## config.mk

```make
export PLATFORM = sky130hd
export DESIGN_NAME = neuron_mac_z
export DESIGN_NICKNAME = d
export VERILOG_FILES = /design/src/rtl/neuron_mac_z_pkg.sv /design/src/rtl/neuron_mac_z_fixed_round_sat.sv /design/src/rtl/neuron_mac_z.sv
export SDC_FILE = /design/constraint.sdc
export NUM_CORES = 1
export LEC_CHECK = 0
export BUFFER_PORTS_ARGS = -buffer_cell sky130_fd_sc_hd__clkbuf_2
export CORE_MARGIN = 5
export CORE_UTILIZATION = 45
export CTS_CLUSTER_SIZE = 8
export DETAILED_ROUTE_END_ITERATION = 8
export GPL_TIMING_DRIVEN = 1
export SETUP_SLACK_MARGIN = 0.05
export SKIP_LAST_GASP = 1
export SYNTH_ARGS = -nofsm -noshare
export SYNTH_HDL_FRONTEND = slang
export SYNTH_SLANG_ARGS = --single-unit
```

## constraint.sdc

```tcl
create_clock -name clk -period 9.6 [get_ports clk]
set_clock_uncertainty 0.1 [all_clocks]
set_input_delay 0.48 -clock clk [delete_from_list [all_inputs] [get_ports clk]]
set_output_delay 0.48 -clock clk [all_outputs]
set_load 0.05 [all_outputs]
```

## src/rtl/neuron_mac_z_pkg.sv

```systemverilog
// Shared Q4.4 format constants, saturation bounds and MAC sequencing states
// for the neuron layer blocks.
package neuron_mac_z_pkg;

    localparam int DATA_W = 8;
    localparam int FRAC_W = 4;

    localparam int SAT_MAX = (2 ** (DATA_W - 1)) - 1;
    localparam int SAT_MIN = -(2 ** (DATA_W - 1));

    typedef enum logic [1:0] {
        S_IDLE   = 2'd0,
        S_ACC    = 2'd1,
        S_FINISH = 2'd2,
        S_OUT    = 2'd3
    } mac_state_e;

endpackage : neuron_mac_z_pkg

```

## src/rtl/neuron_mac_z_fixed_round_sat.sv

```systemverilog
// Combinational narrowing of a wide signed accumulator: arithmetic right shift
// (floor) followed by a clamp to the signed OUT_W range.
module fixed_round_sat #(
    parameter int IN_W  = 20,
    parameter int OUT_W = 8,
    parameter int SHIFT = 4
) (
    input  logic signed [IN_W-1:0]  din_i,
    output logic signed [OUT_W-1:0] dout_o
);

    localparam logic signed [IN_W-1:0] MAX_V =
        {{(IN_W - OUT_W + 1){1'b0}}, {(OUT_W - 1){1'b1}}};
    localparam logic signed [IN_W-1:0] MIN_V =
        {{(IN_W - OUT_W + 1){1'b1}}, {(OUT_W - 1){1'b0}}};

    logic signed [IN_W-1:0] shifted;

    assign shifted = din_i >>> SHIFT;

    always_comb begin
        dout_o = shifted[OUT_W-1:0];
        if (shifted > MAX_V) begin
            dout_o = MAX_V[OUT_W-1:0];
        end else if (shifted < MIN_V) begin
            dout_o = MIN_V[OUT_W-1:0];
        end
    end

endmodule : fixed_round_sat

```

## src/rtl/neuron_mac_z.sv

```systemverilog
// Serial multiply-accumulate for one neuron: z = sat(sum(x*w) + bias) in Q4.4,
// delivered over a valid/ready handshake to the activation stage.
//
// state  | meaning
// -------+--------------------------------------------------------
// IDLE   | waiting for start; bias latched and acc cleared on start
// ACC    | in_ready high, one x/w product accumulated per handshake
// FINISH | add bias, shift and saturate, register z_value
// OUT    | z_valid held with stable z_value until z_ready
module neuron_mac_z #(
    parameter int N_INPUTS = 2,
    parameter int DATA_W   = neuron_mac_z_pkg::DATA_W,
    parameter int FRAC_W   = neuron_mac_z_pkg::FRAC_W,
    parameter int ACC_W    = 20
) (
    input  logic                     clk,
    input  logic                     rst,
    input  logic                     start,
    input  logic signed [DATA_W-1:0] bias,
    input  logic                     in_valid,
    output logic                     in_ready,
    input  logic signed [DATA_W-1:0] x_data,
    input  logic signed [DATA_W-1:0] w_data,
    output logic                     z_valid,
    input  logic                     z_ready,
    output logic signed [DATA_W-1:0] z_value,
    output logic                     busy
);

    import neuron_mac_z_pkg::*;

    localparam int PROD_W = 2 * DATA_W;
    localparam int CNT_W  = (N_INPUTS > 1) ? $clog2(N_INPUTS) : 1;
    localparam logic [CNT_W-1:0] LAST_IDX = CNT_W'(N_INPUTS - 1);

    mac_state_e               state_q, state_d;
    logic signed [ACC_W-1:0]  acc_q, acc_d;
    logic [CNT_W-1:0]         count_q, count_d;
    logic signed [DATA_W-1:0] bias_q, bias_d;
    logic signed [DATA_W-1:0] z_value_q, z_value_d;

    logic signed [PROD_W-1:0] prod;
    logic signed [ACC_W-1:0]  prod_ext;
    logic signed [ACC_W-1:0]  bias_ext;
    logic signed [ACC_W-1:0]  sum_biased;
    logic signed [DATA_W-1:0] z_sat;

    assign prod     = x_data * w_data;
    assign prod_ext = {{(ACC_W - PROD_W){prod[PROD_W-1]}}, prod};

    // Bias is Q4.4 while the product sum is Q8.8, so align it up by FRAC_W.
    assign bias_ext   = {{(ACC_W - DATA_W - FRAC_W){bias_q[DATA_W-1]}}, bias_q, {FRAC_W{1'b0}}};
    assign sum_biased = acc_q + bias_ext;

    fixed_round_sat #(
        .IN_W  (ACC_W),
        .OUT_W (DATA_W),
        .SHIFT (FRAC_W)
    ) u_round_sat (
        .din_i  (sum_biased),
        .dout_o (z_sat)
    );

    always_ff @(posedge clk or negedge rst) begin
        if (!rst) begin
            state_q   <= S_IDLE;
            acc_q     <= '0;
            count_q   <= '0;
            bias_q    <= '0;
            z_value_q <= '0;
        end else begin
            state_q   <= state_d;
            acc_q     <= acc_d;
            count_q   <= count_d;
            bias_q    <= bias_d;
            z_value_q <= z_value_d;
        end
    end

    always_comb begin
        state_d   = state_q;
        acc_d     = acc_q;
        count_d   = count_q;
        bias_d    = bias_q;
        z_value_d = z_value_q;
        unique case (state_q)
            S_IDLE: begin
                if (start) begin
                    bias_d  = bias;
                    acc_d   = '0;
                    count_d = '0;
                    state_d = S_ACC;
                end
            end
            S_ACC: begin
                if (in_valid) begin
                    acc_d   = acc_q + prod_ext;
                    count_d = count_q + 1'b1;
                    if (count_q == LAST_IDX) begin
                        state_d = S_FINISH;
                    end
                end
            end
            S_FINISH: begin
                z_value_d = z_sat;
                state_d   = S_OUT;
            end
            S_OUT: begin
                if (z_ready) begin
                    state_d = S_IDLE;
                end
            end
            default: state_d = S_IDLE;
        endcase
    end

    assign in_ready = (state_q == S_ACC);
    assign z_valid  = (state_q == S_OUT);
    assign busy     = (state_q != S_IDLE);
    assign z_value  = z_value_q;

endmodule : neuron_mac_z

```

==> out/summary.log <==
[yosys] Syn Nets 802
[sta] total negative slack 0 ps
[drt] detailed-route via count 4,327
[sta] transition time at the pin with the least slew margin 988 ps
[finish] area taken by multi-input logic gates 0.00455 mm2
[yosys] top cells by area in the synthesized netlist fa_1, dfrtp_1, ha_1
[global_routing] global route total overflow 0
[global_routing] pin count of the biggest net entering global routing 40
[run_status] result of the run finished, final reports clean
[setup_path] r2r startpoint acc_q[6]
[clock_network] worst-case clock buffer depth 2
[yosys] sequential fraction of the synthesis area 0.163
[place] hpwl dp 10.4 mm
[sta] max-slew violation total from the final report 0
[drt] routed wire length 12.0 mm
[sta] final number of setup-violating endpoints 0
[global_routing] antenna violations before repair 0
[finish] layout-stage area growth over the synthesis result 8.47%
[setup_path] Worst setup EP type flop
[yosys] Post-Syn Instances 618
[floorplanning] Initial Util 0.455
[sta] slew margin rel. 0.341
[yosys] warnings from Yosys 0
[sta] share of the clock period used by the worst path after layout 0.626
[setup_path] required time of the critical path 9650 ps
[floorplanning] count of pins on the block boundary 40
[clock_network] CTS Hold Buffers Added 0
[yosys] share of the synthesized netlist area taken by xor and xnor gates 0.0410
[drt] DR vias/cell 5.22
[sta] worst-case setup margin in the final layout 3590 ps
[sta] minimum clock period 6010 ps
[finish] antenna fix cells 0
[floorplanning] placeable core area 0.0131 mm2
[setup_path] endpoint arrival time on the critical path 6060 ps
[clock_network] total CTS buffers 5
[global_routing] GRT Resource Usage Total 0.163
[yosys] commonest cells in the netlist inv_1, fa_1, ha_1
[global_routing] GR Util met1 0.215
[yosys] cell type with the highest aggregate area in the netlist fa_1
[yosys] most frequent cell after synthesis inv_1
[floorplanning] Die Wd 125 um
[global_routing] fraction of met2 tracks used by global routing 0.294
[floorplanning] Die Y 125 um
[clock_network] cell at the root of the clock tree clkbuf_16
[yosys] multiplexer area fraction after synthesis 0.0169
[setup_path] endpoint of the worst register-to-register path acc_q[19]
[clock_network] post-CTS setup-driven buffer insertion count 0
[finish] final net count 836
[setup_path] Worst Reg-to-Reg Cells 18
[clock_network] H-tree lvl count 2
[yosys] share of Yosys cell area claimed by the top area cell type 0.298
[drt] Routed WL per cell 14.4 um
[yosys] unique cell type count in the Yosys netlist 54
[setup_path] classification of the worst setup path input port to flop
[clock_network] cts repair resizes 0
[floorplanning] row cnt 42
[sta] number of hold violations in the final report 0
[place] port buffer count 39
[yosys] most common flop cell mapped by yosys dfrtp_1
[yosys] fraction of the mapped netlist area in compound gates 0.138
[yosys] number of synthesized flops with an enable pin 0
[finish] register area 976 um2
[global_routing] via count of the first global-routing pass 4,620
[floorplanning] Die Footprint 0.0157 mm2
[yosys] synthesized flop and latch total 39
[setup_path] Register-to-Register Setup Slack 4200 ps
[yosys] average footprint of a synthesized cell 9.68 um2
[clock_network] clock latency at the later pin of the worst-skew pair 280 ps
[drt] number of nets with antenna violations after detailed routing 0
[sta] maximum frequency from static timing analysis 0.166 GHz
[drt] DR iter-0 viols 224
[yosys] synthesized area 0.00598 mm2
[setup_path] type of origin of the critical path input port
[global_routing] global route hottest layer met2
[place] weighted congestion reported at the end of routability-driven placement 0.807
[sta] unrepaired setup endpoints after global routing false
[yosys] combinational family with the most area after synthesis adder cells
[place] dpl ws 3280 ps
[clock_network] clock sink count 39
[global_routing] global routing met3 resource utilization 0.0166
[finish] fill cell total of the finished layout 1,258
[yosys] share of synthesized registers carrying an async set or reset 1.00
[setup_path] Critical Path Fanout Max 13
[drt] remaining routing DRC violations 0
[clock_network] clock tree from TritonCTS yes
[global_routing] global-route wire length before repair 21.7 mm
[finish] fraction of layout instances using a drive strength above 1 0.110
[clock_network] clock slew at reported path FFs 60 ps
[drt] iteration count of the initial detailed-routing pass 4
[job] maxcap violations 0
[yosys] Post-Synth Simple-Gate Area 0.129
[yosys] adder-cell share of the synthesized area 0.436
[hold_path] kind of path behind the tightest hold check input port to async pin
-- area by class of cell --
| class | count | share of cell area |
|---|---|---|
| tap | 176 | 0.0339 |
| sequential | 39 | 0.150 |
| inverter | 107 | 0.0619 |
| multi-input combinational | 460 | 0.701 |
| clock buffer | 5 | 0.0193 |
| timing repair buffer | 39 | 0.0301 |
| clock inverter | 3 | 0.00308 |
-- worst max path at each step --
stage,startpoint,to,slack [ps],cells after the start
3_3_place_gp,w_data[0],acc_q[19],3410,18
2_1_floorplan,w_data[1],acc_q[19],3790,16
6_report,w_data[0],acc_q[19],3590,18
3_5_place_dp,w_data[0],acc_q[19],3280,18
5_1_grt,w_data[0],acc_q[19],3280,18
4_1_cts,w_data[0],acc_q[19],3570,18
-- layer usage --
layer / wire [um] / vias to the layer above
met3: 186 / 11
met4: 123 / 0
met5: 0 / -
met1: 5300 / 2178
met2: 6370 / 36
li1: - / 2102
-- critical path, stage by stage --
cell,delay (ps)
clkbuf_2,180
and2_1,600
inv_1,140
fa_1,530
inv_1,50
fa_1,510
fa_1,440
fa_1,510
fa_1,400
ha_1,320
o21a_1,210
o21a_1,190
a2111oi_2,490
nor3_1,160
a2111o_1,410
a31oi_1,210
xnor2_1,140
o21ai_1,70
-- through the flow --
step | area [um2] | hold WS (ps) | util | cells
floorplan | 5980 | 84.4 | - | 618
global placement | 6340 | 383 | 0.483 | 821
detailed placement | 6340 | 394 | 0.483 | 821
CTS | 6490 | 293 | 0.494 | 829
global route | 6490 | 321 | 0.494 | 829
finish | 6490 | 249 | 0.494 | 829
-- state kept, by name, summed over array words and instances, names as in the netlist --
signal and count:
bias_q 8, count_q 1, state_q 2, z_value 8, acc_q 20
-- logic make-up (layout without fill, tap and decap cells) --
group | count (synthesis) | in the layout
fa+ha+maj | 155 | 155
simple gates | 155 | 155
mux | 9 | 9
flops | 39 | 39
compound gates | 113 | 113
xor+xnor | 28 | 28
buf+inv | 119 | 154
-- placed cells by master (no fill, tap or decap), types with 3 or more instances in the layout --
master     synthesis  routed
a2111o_1           3       3
a211o_1            3       3
a211oi_1           4       4
a21o_1             9       9
a21oi_1           18      18
a221oi_1           3       3
a22o_1             8       8
a31o_2             3       3
a31oi_1            4       4
and2_1            35      35
clkbuf_16          0       5
clkbuf_2           0      39
dfrtp_1           39      39
fa_1              89      89
ha_1              66      66
inv_1            106     106
mux2_2             9       9
nand2_1           52      52
nand2b_1           8       8
nand3_1            5       5
nand4_1            4       4
nor2_1            26      26
nor2b_1            3       3
nor3_1             8       8
o211ai_1           8       8
o21a_1             4       4
o21ai_0           20      20
o21ai_1            5       5
o21bai_1           3       3
o31ai_1            4       4
or2_2              4       4
or3_1              3       3
xnor2_1           18      18
xor2_1            10      10
Power is not shown: default switching activity piles up to over one toggle a cycle in this logic, so the estimate is an artifact.
